**config.mk**
```make
export PLATFORM = sky130hd
export DESIGN_NAME = writeback_stage
export DESIGN_NICKNAME = d
export VERILOG_FILES = /design/src/rtl/writeback_stage_pkg.sv /design/src/rtl/writeback_stage_byte_extract.sv /design/src/rtl/writeback_stage.sv
export SDC_FILE = /design/constraint.sdc
export NUM_CORES = 1
export LEC_CHECK = 0
export ABC_AREA = 1
export ABC_CLOCK_PERIOD_IN_PS = 3000
export BUFFER_PORTS_ARGS = -buffer_cell sky130_fd_sc_hd__buf_2
export CORE_AREA = 2 2 112 114
export CTS_CLUSTER_SIZE = 25
export DETAILED_ROUTE_END_ITERATION = 8
export DIE_AREA = 0 0 114 116
export GPL_ROUTABILITY_DRIVEN = 0
export GPL_TIMING_DRIVEN = 0
export PLACE_DENSITY = 0.85
export SYNTH_ARGS = -nofsm -noshare
export SYNTH_HDL_FRONTEND = slang
export SYNTH_SLANG_ARGS = --single-unit
```
**constraint.sdc**
```tcl
create_clock -name clock -period 3 [get_ports clock]
set_clock_uncertainty 0.2 [all_clocks]
set_input_delay 0.3 -clock clock [delete_from_list [all_inputs] [get_ports clock]]
set_output_delay 0.3 -clock clock [all_outputs]
set_load 0.01 [all_outputs]
```
**src/rtl/writeback_stage_pkg.sv**
```systemverilog
`default_nettype none
// ============================================================================
// Module      : writeback_stage_pkg
// Description : Shared types and constants for the writeback stage: FSM state
//               encoding, write-data select codes, default memory timeout.
// Revision    : 1.0 - initial release
// ============================================================================
package writeback_stage_pkg;

  // Writeback FSM states
  typedef enum logic [1:0] {
    IDLE     = 2'd0,
    WAIT_MEM = 2'd1,
    WRITE    = 2'd2
  } state_e;

  // Write-data select codes
  localparam logic [1:0] WD_MEM_WORD = 2'b00;
  localparam logic [1:0] WD_MEM_BYTE = 2'b01;
  localparam logic [1:0] WD_IMM      = 2'b10;
  localparam logic [1:0] WD_ALU      = 2'b11;

  // Default number of WAIT_MEM cycles tolerated before a load is aborted
  localparam int unsigned TIMEOUT_CYCLES_DEFAULT = 255;

endpackage
`default_nettype wire

```
**src/rtl/writeback_stage_byte_extract.sv**
```systemverilog
`default_nettype none
// ============================================================================
// Module      : byte_extract
// Description : Selects one big-endian byte lane of a 32-bit word and sign- or
//               zero-extends it to 32 bits. Purely combinational.
// Revision    : 1.0 - initial release
// ============================================================================
module byte_extract (
  input  logic [31:0] word,
  input  logic [1:0]  lane,
  input  logic        sign_ext,
  output logic [31:0] result
);

  logic [7:0] byte_sel;

  // Lane 00 is the most significant byte (big-endian numbering)
  always_comb begin
    byte_sel = 8'h00;
    case (lane)
      2'b00:   byte_sel = word[31:24];
      2'b01:   byte_sel = word[23:16];
      2'b10:   byte_sel = word[15:8];
      default: byte_sel = word[7:0];
    endcase
    result = {{24{sign_ext & byte_sel[7]}}, byte_sel};
  end

endmodule
`default_nettype wire

```
**src/rtl/writeback_stage.sv**
```systemverilog
`default_nettype none
// ============================================================================
// Module      : writeback_stage
// Description : Pipeline writeback stage. Accepts one instruction bundle,
//               optionally waits for a data-memory read (with timeout), then
//               issues a single register-file write.
// Revision    : 1.0 - initial release
// ============================================================================
module writeback_stage
  import writeback_stage_pkg::*;
#(
  parameter int unsigned TIMEOUT_CYCLES = TIMEOUT_CYCLES_DEFAULT
) (
  input  logic        clock,
  input  logic        reset_n,
  input  logic        in_valid,
  output logic        in_ready,
  input  logic [1:0]  wdata_ctrl,
  input  logic        reg_wen,
  input  logic [4:0]  rd_addr,
  input  logic [31:0] alu_result,
  input  logic [31:0] imm,
  input  logic [1:0]  mem_addr_lo,
  input  logic        byte_signed,
  output logic        mem_req,
  input  logic        mem_ack,
  input  logic [31:0] mem_rdata,
  output logic        rf_we,
  output logic [4:0]  rf_waddr,
  output logic [31:0] rf_wdata,
  output logic        err_timeout
);

  localparam int CNT_W = $clog2(TIMEOUT_CYCLES + 1);
  localparam logic [CNT_W-1:0] CNT_LAST = CNT_W'(TIMEOUT_CYCLES - 1);

  state_e            state_q, state_d;
  logic [1:0]        ctrl_q, ctrl_d;
  logic              reg_wen_q, reg_wen_d;
  logic [4:0]        rd_q, rd_d;
  logic [31:0]       alu_q, alu_d;
  logic [31:0]       imm_q, imm_d;
  logic [1:0]        lane_q, lane_d;
  logic              signed_q, signed_d;
  logic [31:0]       word_q, word_d;
  logic [CNT_W-1:0]  cnt_q, cnt_d;
  logic              err_q, err_d;
  logic [4:0]        last_waddr_q, last_waddr_d;
  logic [31:0]       last_wdata_q, last_wdata_d;

  logic              accept;
  logic [31:0]       byte_ext;
  logic [31:0]       wdata_sel;

  byte_extract u_byte_extract (
    .word     (word_q),
    .lane     (lane_q),
    .sign_ext (signed_q),
    .result   (byte_ext)
  );

  // Handshake, memory request and write-port outputs; address/data hold their
  // last written values whenever no write is issued
  always_comb begin
    in_ready = (state_q != WAIT_MEM);
    accept   = in_valid & in_ready;
    mem_req  = (state_q == WAIT_MEM);
    rf_we    = (state_q == WRITE) & reg_wen_q & (rd_q != 5'd0);
    case (ctrl_q)
      WD_MEM_WORD: wdata_sel = word_q;
      WD_MEM_BYTE: wdata_sel = byte_ext;
      WD_IMM:      wdata_sel = imm_q;
      default:     wdata_sel = alu_q;
    endcase
    rf_waddr    = rf_we ? rd_q : last_waddr_q;
    rf_wdata    = rf_we ? wdata_sel : last_wdata_q;
    err_timeout = err_q;
  end

  // Next-state logic: bundle capture, load wait with timeout, write tracking
  always_comb begin
    state_d      = state_q;
    ctrl_d       = ctrl_q;
    reg_wen_d    = reg_wen_q;
    rd_d         = rd_q;
    alu_d        = alu_q;
    imm_d        = imm_q;
    lane_d       = lane_q;
    signed_d     = signed_q;
    word_d       = word_q;
    cnt_d        = cnt_q;
    err_d        = err_q;
    last_waddr_d = last_waddr_q;
    last_wdata_d = last_wdata_q;

    case (state_q)
      IDLE, WRITE: begin
        if (accept) begin
          ctrl_d    = wdata_ctrl;
          reg_wen_d = reg_wen;
          rd_d      = rd_addr;
          alu_d     = alu_result;
          imm_d     = imm;
          lane_d    = mem_addr_lo;
          signed_d  = byte_signed;
          cnt_d     = '0;
          state_d   = (wdata_ctrl == WD_MEM_WORD || wdata_ctrl == WD_MEM_BYTE)
                      ? WAIT_MEM : WRITE;
        end else begin
          state_d = IDLE;
        end
      end
      WAIT_MEM: begin
        if (mem_ack) begin
          word_d  = mem_rdata;
          cnt_d   = '0;
          state_d = WRITE;
        end else if (cnt_q == CNT_LAST) begin
          // Abandon the load: no register write is issued
          err_d   = 1'b1;
          cnt_d   = '0;
          state_d = IDLE;
        end else begin
          cnt_d = cnt_q + CNT_W'(1);
        end
      end
      default: state_d = IDLE;
    endcase

    if (rf_we) begin
      last_waddr_d = rd_q;
      last_wdata_d = wdata_sel;
    end
  end

  // State and captured-field registers
  always_ff @(posedge clock or negedge reset_n) begin
    if (!reset_n) begin
      state_q      <= IDLE;
      ctrl_q       <= '0;
      reg_wen_q    <= 1'b0;
      rd_q         <= '0;
      alu_q        <= '0;
      imm_q        <= '0;
      lane_q       <= '0;
      signed_q     <= 1'b0;
      word_q       <= '0;
      cnt_q        <= '0;
      err_q        <= 1'b0;
      last_waddr_q <= '0;
      last_wdata_q <= '0;
    end else begin
      state_q      <= state_d;
      ctrl_q       <= ctrl_d;
      reg_wen_q    <= reg_wen_d;
      rd_q         <= rd_d;
      alu_q        <= alu_d;
      imm_q        <= imm_d;
      lane_q       <= lane_d;
      signed_q     <= signed_d;
      word_q       <= word_d;
      cnt_q        <= cnt_d;
      err_q        <= err_d;
      last_waddr_q <= last_waddr_d;
      last_wdata_q <= last_wdata_d;
    end
  end

endmodule
`default_nettype wire

```
==> results of run 1 <==
-- logic make-up after synthesis --
family | Yosys count | share of synthesized area
compound gates | 67 | 0.04858
xor+xnor | 3 | 0.003751
fa+ha+maj | 2 | 0.003571
buf+inv | 68 | 0.04358
flops | 155 | 0.5537
mux | 31 | 0.04983
simple gates | 538 | 0.2970
-- final cells by class --
type / count / area, µm²
well taps: 147 / 183.9
clock inverters: 6 / 38.79
fillers: 704 / 2315
clock buffers: 25 / 495.5
inverters: 28 / 105.1
multi-input cells: 641 / 2821
repair buffers: 260 / 1871
plain buffers: 40 / 200.2
flip-flops and latches: 155 / 3879
diodes: 1 / 2.502
-- layout by cell type (no fill, tap or decap), types with 11 or more instances in the layout --
cell type,instances
sky130_fd_sc_hd__o21ai_0,22
sky130_fd_sc_hd__nor2_1,132
sky130_fd_sc_hd__buf_2,166
sky130_fd_sc_hd__dlygate4sd3_1,108
sky130_fd_sc_hd__inv_1,23
sky130_fd_sc_hd__clkbuf_16,17
sky130_fd_sc_hd__mux2_2,23
sky130_fd_sc_hd__a21oi_1,41
sky130_fd_sc_hd__nand3_1,11
sky130_fd_sc_hd__clkbuf_1,16
sky130_fd_sc_hd__dfrtp_1,155
sky130_fd_sc_hd__nand2_1,384
-- worst reg2reg max path: stages, from the launching register on --
cell and delay (ns):
sky130_fd_sc_hd__dfrtp_1 0.38, sky130_fd_sc_hd__inv_1 0.08, sky130_fd_sc_hd__nand2_2 0.20, sky130_fd_sc_hd__inv_2 0.27
sky130_fd_sc_hd__buf_2 0.32, sky130_fd_sc_hd__buf_2 0.27, sky130_fd_sc_hd__nand2_1 0.10, sky130_fd_sc_hd__nand2_1 0.08
-- state kept, by name, indices dropped and copies added (netlist names), 5 cells and up --
signal	cells
last_waddr_q	5
alu_q	32
imm_q	32
rd_q	5
last_wdata_q	32
word_q	32
cnt_q	8
-- worst paths after layout --
| check | to | slack, ns | depth (start not counted) | start |
|---|---|---|---|---|
| min in group asynchronous | cnt_q[6] | 0.20 | 2 | reset_n |
| hold / removal | err_timeout | 0.07 | 3 | mem_ack |
| hold reg to reg | alu_q[5] | 0.28 | 2 | alu_q[5] |
| max in group asynchronous | last_wdata_q[22] | 1.51 | 3 | reset_n |
| setup / recovery | rf_wdata[20] | 0.28 | 8 | rd_q[0] |
| setup reg to reg | alu_q[16] | 1.04 | 7 | state_q[0] |
-- through the flow --
step / instances / power (mW)
after floorplan: 864 / 4.022
after global placement: 1162 / 4.700
after detailed placement: 1163 / 4.780
after CTS: 1302 / 6.838
after global routing: 1302 / 7.288
final: 1303 / 6.955
-- routing by layer --
metal  vias to the layer above  global-route usage  wire length, µm
li1                       3242                   -                -
met1                      3279              0.4283             8658
met2                       416              0.6036            11030
met3                       104             0.07950             1662
met4                         0              0.1740             1066
met5                         -                   0                0
-- power by group through the flow --
stage	combinational, mW	clock, mW	sequential (mW)
2_1_floorplan	1.16	0	2.87
3_3_place_gp	1.75	0	2.95
3_5_place_dp	1.81	0	2.97
4_1_cts	1.94	1.95	2.94
5_1_grt	2.21	2.06	3.02
6_report	2.02	1.96	2.97
==> flow_summary_export.csv, run 1 <==
group,metric,value,unit
setup_path,path_delay_family,"simple AND/OR/NAND/NOR gates",
power,power.internal,4.582,mW
logic_synthesis,netlist_area,7005,µm²
cts,tritoncts,"done",
setup_path,timing.critical_path.buf_inv,2,
power,p_per_area,724.8,nW/µm²
logic_synthesis,cell_taking_the_most_area_after_synthesis,"sky130_fd_sc_hd__dfrtp_1",
sta,final_hold_viol_count,0,
place,buffer_ports.inserted,151,
logic_synthesis,proportion_of_netlist_area_held_by_the_largest_area_contributor,0.5537,
sta,final_cycle_utilization_of_the_critical_path,0.9057,
logic_synthesis,avgSynthCellArea,8.108,µm²
power,ir_worst_vdd,455.2,µV
die,core,11910,µm²
routing,drc_errors,0,
power,leakagePower,5.212,nW
sta,worst_pin_slew,0.5677,ns
place,detailed_place_hpwl,13.65,mm
grt,via_count_of_the_first_global_routing_pass,7084,
grt,antenna_violations_before_repair,0,
cts,clk_pin_slew_worst_paths,0.06,ns
routing,route.vias.total,7041,
die,count_of_pins_on_the_block_boundary,152,
logic_synthesis,most_common_cell_in_the_netlist,"sky130_fd_sc_hd__nand2_1",
setup_path,cp_slowest_cell,"sky130_fd_sc_hd__dfrtp_1",
place,place_area,7979,µm²
layout,design_area,9597,µm²
layout,post-route-util,0.8057,
die,die_h,116,µm
power,seqPwrFrac,0.427,
die,initial_utilization,0.5881,
setup_path,kind_of_start_point_of_the_critical_path,"flip-flop",
die,placement_rows,40,
logic_synthesis,yosys_warnings,0,
logic_synthesis,postSynth.asyncResetShare,1.000,
setup_path,critical_path_class,"reg -> out",
cts,cts_resized,0,
sta,least_setup_slack_across_all_paths_after_layout,0.2830,ns
logic_synthesis,synth.top_cells.by_count,"sky130_fd_sc_hd__nand2_1, sky130_fd_sc_hd__dfrtp_1, sky130_fd_sc_hd__nor2_1",
layout,post_route_cells_drive_above_1_share,0.2052,
cts,cts_num_sinks,155,
sta,achievable-frequency,368.1,MHz
routing,drtPass1Iterations,8,
setup_path,required_time_of_the_worst_setup_path,2.50,ns
logic_synthesis,synth_seq_area_share,0.5537,
sta,timing.setup.tns,0,ns
cts,holdBufCountCts,108,
logic_synthesis,synth.lib_cells_used.distinct,27,
cts,worst_skew_pair.late_latency,0.43,ns
sta,slew_headroom,0.6215,
hold_path,min-delay-path-class,"in -> reg",
cts,htree_num_levels,4,
grt,grt_start_max_net_pins,97,
routing,detail-route-antenna-nets,0,
outcome,status,"complete, no violations",
routing,via_per_inst,5.404,
logic_synthesis,synth_ff_type,"sky130_fd_sc_hd__dfrtp_1",
routing,finalWirelength,22.42,mm
setup_path,critPathMaxStageDelay,0.40,ns
sta,hold-worst-slack,0.06687,ns
cts,ctsLongestPathBuffers,2,
logic_synthesis,postSynthRegisterBits,155,
grt,track_usage,0.3538,
setup_path,critPathArrivalTime,2.22,ns
setup_path,sort_of_element_at_the_end_of_the_critical_path,"output pin",
layout,final_nets,1256,
power,power.switching_fraction,0.3412,
sta,setup_violations,0,
sta,timing.final.max_slew_violations,0,
run,cap_viol_max_count,0,
setup_path,critical-path-top-cell-by-count,"sky130_fd_sc_hd__nand2_1",
logic_synthesis,synth-edff-count,0,
cts,tritoncts_buffers,17,
power,net-switching-power,2.373,mW
die,die_area,13220,µm²
place,post-place-ws,0.7345,ns
cts,postCtsSetupRepairBufs,0,
logic_synthesis,synth_top_cells_by_area,"sky130_fd_sc_hd__dfrtp_1, sky130_fd_sc_hd__nand2_1, sky130_fd_sc_hd__nor2_1, sky130_fd_sc_hd__mux2_2, sky130_fd_sc_hd__a21oi_1",
grt,grt_pass1_wl,35.08,mm
power,power.combinational.fraction,0.290,
setup_path,timing.critical_path.fanout_max,10,
setup_path,timing.critical_path.cells,"nor2_1 -> nand4_1 -> nand2_1 -> clkbuf_1 -> nor2_1 -> nand2_1 -> nand2_1 -> buf_2",
layout,syn2layout_area_growth,36.99,%
cts,cts_root_buffer,"sky130_fd_sc_hd__clkbuf_16",
sta,rsz0062_at_grt,"false",
grt,global_route.overflow_total,0,
power,clockPowerShare,0.283,
logic_synthesis,synthesis.nets,977,
logic_synthesis,synth_cells,864,
routing,drt-wirelength-per-cell,17.20,µm
sta,period_needed,2.717,ns
die,die_width,114,µm
routing,detailedRoute.firstIterationViolations,942,
Note: power is estimated with default switching activity, not from simulation.
==> run 2, diff against run 1 <==
==> constraint.sdc (replaced) <==
create_clock -name clock -period 3 [get_ports clock]
set_clock_uncertainty 0.2 [all_clocks]
set_input_delay 0.3 -clock clock [delete_from_list [all_inputs] [get_ports clock]]
set_output_delay 0.3 -clock clock [all_outputs]
set_load 0.05 [all_outputs]
==> run 2 against run 1 <==
Cell area is essentially flat. Routed wire length grew 0.81%. First-iteration DRC count is 0.74% higher. Setup slack got worse by 0.11 ns. Combinational power up 38%. Largest cell class unchanged. Largest power group unchanged.
==> flow_summary_export.csv, run 2 (synthesis gave the netlist of run 1 again) <==
group,metric,value,unit
setup_path,sort_of_element_at_the_end_of_the_critical_path,"output pin",
grt,grt_pass1_wl,35.08,mm
grt,globalRouteMet2Util,0.6036,
place,buffer_ports.inserted,151,
routing,route.vias.total,7028,
setup_path,path_delay_family,"simple AND/OR/NAND/NOR gates",
sta,slew_headroom,0.6171,
setup_path,critical-path-top-cell-by-count,"sky130_fd_sc_hd__nand2_1",
die,core,11910,µm²
cts,htree_num_levels,4,
grt,antenna_violations_before_repair,0,
sta,timing.setup.tns,0,ns
setup_path,timing.critical_path.from,"state_q[0]",
cts,tritoncts,"done",
run,cap_viol_max_count,0,
sta,achievable-frequency,353.7,MHz
outcome,status,"complete, no violations",
die,initial_utilization,0.5881,
routing,finalWirelength,22.60,mm
grt,grt_util_met3,0.07950,
cts,cts_root_buffer,"sky130_fd_sc_hd__clkbuf_16",
setup_path,critical_path_class,"reg -> out",
routing,via_per_inst,5.394,
sta,final_hold_viol_count,0,
routing,detail-route-antenna-nets,0,
cts,clk_pin_slew_worst_paths,0.06,ns
grt,global_route.overflow_total,0,
layout,most-common-layout-cells,"sky130_fd_sc_hd__nand2_1, sky130_fd_sc_hd__buf_2, sky130_fd_sc_hd__dfrtp_1",
place,detailed_place_hpwl,13.65,mm
setup_path,required_time_of_the_worst_setup_path,2.50,ns
setup_path,timing.critical_path.cells,"inv_1 -> and3_1 -> nand2_1 -> clkbuf_1 -> nor2_1 -> nand2_1 -> nand2_1 -> buf_2",
setup_path,crit-reg2reg-launch,"rd_q[0]",
layout,design_area,9598,µm²
routing,drc_errors,0,
die,die_h,116,µm
cts,worst_skew_pair.late_latency,0.44,ns
layout,final_nets,1256,
power,p_per_area,804.7,nW/µm²
routing,detailedRoute.firstIterationViolations,949,
hold_path,min-delay-path-class,"in -> reg",
sta,setup_violations,0,
hold_path,worstHoldStart,"mem_ack",
cts,cts_num_sinks,155,
layout,fillerInstances,703,
die,placement_rows,40,
die,count_of_pins_on_the_block_boundary,152,
die,die_width,114,µm
cts,ctsLongestPathBuffers,2,
power,ir_worst_vdd,456.7,µV
layout,multi_input_comb_area,2821,µm²
cts,postCtsSetupRepairBufs,0,
place,place_area,7979,µm²
grt,track_usage,0.3538,
setup_path,critPathArrivalTime,2.33,ns
sta,final_cycle_utilization_of_the_critical_path,0.9424,
sta,timing.final.max_slew_violations,0,
sta,period_needed,2.827,ns
sta,hold-worst-slack,0.06536,ns
layout,post_route_cells_drive_above_1_share,0.2061,
setup_path,critPathMaxStageDelay,0.38,ns
layout,layout.area.seq,3879,µm²
cts,tritoncts_buffers,17,
grt,via_count_of_the_first_global_routing_pass,7084,
grt,top_usage_layer_grt,"met2",
layout,layout_commonest_cell,"sky130_fd_sc_hd__nand2_1",
grt,grt_start_max_net_pins,97,
routing,drt-wirelength-per-cell,17.34,µm
setup_path,timing.critical_path.fanout_max,10,
setup_path,kind_of_start_point_of_the_critical_path,"flip-flop",
setup_path,cp_slowest_cell,"sky130_fd_sc_hd__dfrtp_1",
layout,syn2layout_area_growth,37.01,%
sta,rsz0062_at_grt,"false",
power,leakagePower,5.214,nW
setup_path,timing.critical_path.buf_inv,3,
die,die_area,13220,µm²
grt,met1_usage,0.4283,
sta,worst_pin_slew,0.5743,ns
routing,drtPass1Iterations,6,
-- run 2: cell counts in the layout (fill, tap and decap cells not counted) --
No cell type changed its count.
-- run 2: worst min-delay path, delay by kind of cell --
| family | cells | cell delay (ns) |
|---|---|---|
| AO/OA/AOI/OAI | 1 | 0.19 |
| buffers and inverters | 1 | 0.10 |
| AND/OR/NAND/NOR | 1 | 0.06 |
-- run 2: worst paths after layout --
check | slack, ns | end | cells past startpoint
min in group asynchronous | 0.19 | cnt_q[6] | 2
max reg2reg | 1.03 | last_wdata_q[20] | 7
min reg2reg | 0.28 | last_wdata_q[17] | 2
min | 0.07 | err_timeout | 3
max in group asynchronous | 1.51 | alu_q[26] | 3
max | 0.17 | rf_wdata[20] | 8
-- run 2: what timing repair did --
action                                  in CTS  in global routing
endpoints found under the setup margin       0                  6
endpoints found under the hold margin      168                  0
gates resized for setup                      0                  2
hold buffers                               108                  0
-- run 2: power breakdown --
group	switching (mW)	leakage (nW)	internal [mW]
Clock	0.835	0.259	1.14
Combinational	1.97	3.03	0.804
Sequential	0.330	1.92	2.64
-- run 2: metrics by stage --
step,utilization,cells,total power [mW],setup slack (ns)
4_1_cts,0.8055,1302,7.590,0.1538
3_3_place_gp,0.6670,1162,5.452,-0.7724
5_1_grt,0.8056,1302,8.040,0.02737
6_report,0.8058,1303,7.723,0.1727
3_5_place_dp,0.6699,1163,5.532,0.6040
2_1_floorplan,-,864,4.771,0.4707
-- run 2: area by class of cell --
class | count | share of cell area
Multi-Input combinational cell | 641 | 0.2940
Antenna cell | 1 | 0.0002607
Clock inverter | 6 | 0.004041
Clock buffer | 25 | 0.05162
Timing Repair Buffer | 260 | 0.1949
Sequential cell | 155 | 0.4041
Tap cell | 147 | 0.01916
Inverter | 28 | 0.01095
Buffer | 40 | 0.02099
-- run 2: per-layer routing --
layer / vias to the layer above / wire length [µm]
met5: - / 0
met4: 0 / 1111
met3: 108 / 1740
met2: 412 / 11090
met1: 3273 / 8654
li1: 3235 / -
==> run 3, diff against run 2 <==
--- a/config.mk
+++ b/config.mk
@@ -8,13 +8,13 @@
 export ABC_AREA = 1
 export ABC_CLOCK_PERIOD_IN_PS = 3000
 export BUFFER_PORTS_ARGS = -buffer_cell sky130_fd_sc_hd__buf_2
-export CORE_AREA = 2 2 112 114
+export CORE_AREA = 2 2 145 147
 export CTS_CLUSTER_SIZE = 25
 export DETAILED_ROUTE_END_ITERATION = 8
-export DIE_AREA = 0 0 114 116
+export DIE_AREA = 0 0 147 149
 export GPL_ROUTABILITY_DRIVEN = 0
 export GPL_TIMING_DRIVEN = 0
-export PLACE_DENSITY = 0.85
+export PLACE_DENSITY = 0.55
 export SYNTH_ARGS = -nofsm -noshare
 export SYNTH_HDL_FRONTEND = slang
 export SYNTH_SLANG_ARGS = --single-unit
==> run 3 against run 2 <==
Setup slack worse by 0.0041 ns. Flip-flop and latch count unchanged. Cell area rose by 3.6%. Maximum frequency decreased by 0.14%. Global-route usage down 16 points. Cell count rose by 9.8%. Non-clock buffer count unchanged. First-iteration DRC count down 65%. Combinational power decreased by 2%. Via count is 9.9% lower. Critical path type unchanged. Critical endpoint is now rf_wdata[24].
==> flow_summary_export.csv, run 3 (synthesis gave the netlist of run 1 again) <==
group,metric,value,unit
setup_path,critical_path_cell_count,10,
hold_path,min-delay-path-class,"in -> reg",
setup_path,kind_of_start_point_of_the_critical_path,"flip-flop",
setup_path,timing.critical_path.buf_inv,5,
hold_path,hold_end,"err_timeout",
power,p_per_area,832.1,nW/µm²
die,initial_utilization,0.3408,
sta,slew_headroom,0.6142,
sta,setup_violations,0,
setup_path,critPathMaxStageDelay,0.36,ns
setup_path,critical-path-top-cell-by-count,"sky130_fd_sc_hd__nand2_1",
place,place_area,8143,µm²
routing,via_per_inst,4.426,
sta,final_hold_viol_count,0,
grt,antenna_violations_before_repair,0,
layout,insertedDiodeCount,0,
layout,layout_commonest_cell,"sky130_fd_sc_hd__nand2_1",
sta,worst_pin_slew,0.5787,ns
grt,via_count_of_the_first_global_routing_pass,6279,
setup_path,crit-reg2reg-launch,"state_q[0]",
setup_path,path_delay_family,"buffers and inverters",
cts,cts_num_sinks,155,
layout,design_area,9942,µm²
die,die_h,149,µm
grt,track_usage,0.1988,
outcome,status,"complete, no violations",
layout,syn2layout_area_growth,41.92,%
layout,most-common-layout-cells,"sky130_fd_sc_hd__nand2_1, sky130_fd_sc_hd__buf_2, sky130_fd_sc_hd__dfrtp_1",
layout,final_nets,1256,
routing,finalWirelength,21.49,mm
routing,detailedRoute.firstIterationViolations,328,
grt,global_route.overflow_total,0,
place,detailed_place_hpwl,15.43,mm
setup_path,cp_slowest_cell,"sky130_fd_sc_hd__dfrtp_1",
routing,drt-wirelength-per-cell,15.02,µm
die,die_width,147,µm
setup_path,critical_path_class,"reg -> out",
routing,route.vias.total,6333,
sta,hold-worst-slack,0.05109,ns
power,ir_worst_vdd,356.8,µV
hold_path,min_path_cells,3,
setup_path,reg2reg_setup_slack,1.02,ns
setup_path,timing.rr.end,"alu_q[16]",
sta,achievable-frequency,353.2,MHz
grt,grt_start_max_net_pins,113,
die,count_of_pins_on_the_block_boundary,152,
sta,timing.final.max_slew_violations,0,
setup_path,required_time_of_the_worst_setup_path,2.50,ns
sta,period_needed,2.831,ns
cts,ctsLongestPathBuffers,2,
setup_path,timing.critical_path.cells,"buf_2 -> inv_2 -> nand2_1 -> inv_2 -> buf_2 -> a21oi_1 -> nand2_1 -> nand2_1 -> nand2_1 -> buf_2",
cts,tritoncts,"done",
routing,detail-route-antenna-nets,0,
setup_path,reg2regPathDepth,7,
cts,htree_num_levels,4,
power,power.total,8.273,mW
sta,rsz0062_at_grt,"false",
cts,worst_skew_pair.late_latency,0.43,ns
setup_path,critPathArrivalTime,2.33,ns
cts,tritoncts_buffers,17,
run,cap_viol_max_count,0,
layout,post-route-util,0.4836,
cts,postCtsSetupRepairBufs,0,
cts,cts_root_buffer,"sky130_fd_sc_hd__clkbuf_16",
sta,final_cycle_utilization_of_the_critical_path,0.9438,
die,die_area,21900,µm²
place,buffer_ports.inserted,151,
hold_path,worstHoldStart,"mem_ack",
power,leakagePower,5.301,nW
die,core,20560,µm²
die,placement_rows,53,
routing,drc_errors,0,
setup_path,timing.critical_path.fanout_max,10,
cts,clk_pin_slew_worst_paths,0.07,ns
setup_path,sort_of_element_at_the_end_of_the_critical_path,"output pin",
layout,post_route_cells_drive_above_1_share,0.2111,
routing,drtPass1Iterations,4,
sta,timing.setup.tns,0,ns
grt,grt_pass1_wl,33.31,mm
## run 3: final cells by class
type / instances / area (µm²)
fillers: 2071 / 10620
flip-flops and latches: 155 / 3879
multi-input cells: 641 / 2824
repair buffers: 260 / 1874
clock buffers: 19 / 452.9
well taps: 275 / 344.1
clock inverters: 13 / 261.5
plain buffers: 40 / 201.4
inverters: 28 / 105.1
## run 3: worst max path at each step
stage	slack (ns)	endpoint	startpoint
global route	0.04	rf_wdata[26]	ctrl_q[0]
finish	0.17	rf_wdata[24]	ctrl_q[0]
detailed placement	0.48	rf_wdata[22]	rd_q[0]
global placement	-1.08	last_wdata_q[23]	reset_n
CTS	0.008	rf_wdata[21]	rd_q[0]
floorplan	0.47	rf_waddr[2]	state_q[0]
## run 3: layer usage
layer	up-vias	global-route usage	part of all wire
li1	3243	-	-
met1	2938	0.2733	0.48
met2	127	0.3277	0.48
met3	25	0.02783	0.031
met4	0	0.06346	0.016
met5	-	0	0
## run 3: power breakdown
group	leakage [nW]	switching, mW	internal, mW
logic	3.03	1.92	0.804
registers	1.92	0.303	2.64
clock network	0.344	0.902	1.70
## run 3: stage by stage
step	std cells	worst slack (ns)
final	1431	0.1687
after floorplan	864	0.4707
after CTS	1431	0.008345
after global placement	1290	-1.079
after global routing	1431	0.04163
after detailed placement	1291	0.4807
## run 3: worst reg2reg max path, delay by kind of cell (launching register included)
kind                   cells  cell delay, ns
buffers and inverters      4            0.97
flip-flops                 1            0.38
AND/OR/NAND/NOR            3            0.36
## run 3: timing repair
action,in CTS,in global routing
hold buffers,108,0
setup endpoints to repair,0,12
hold endpoints to repair,152,0
resized for setup,0,3
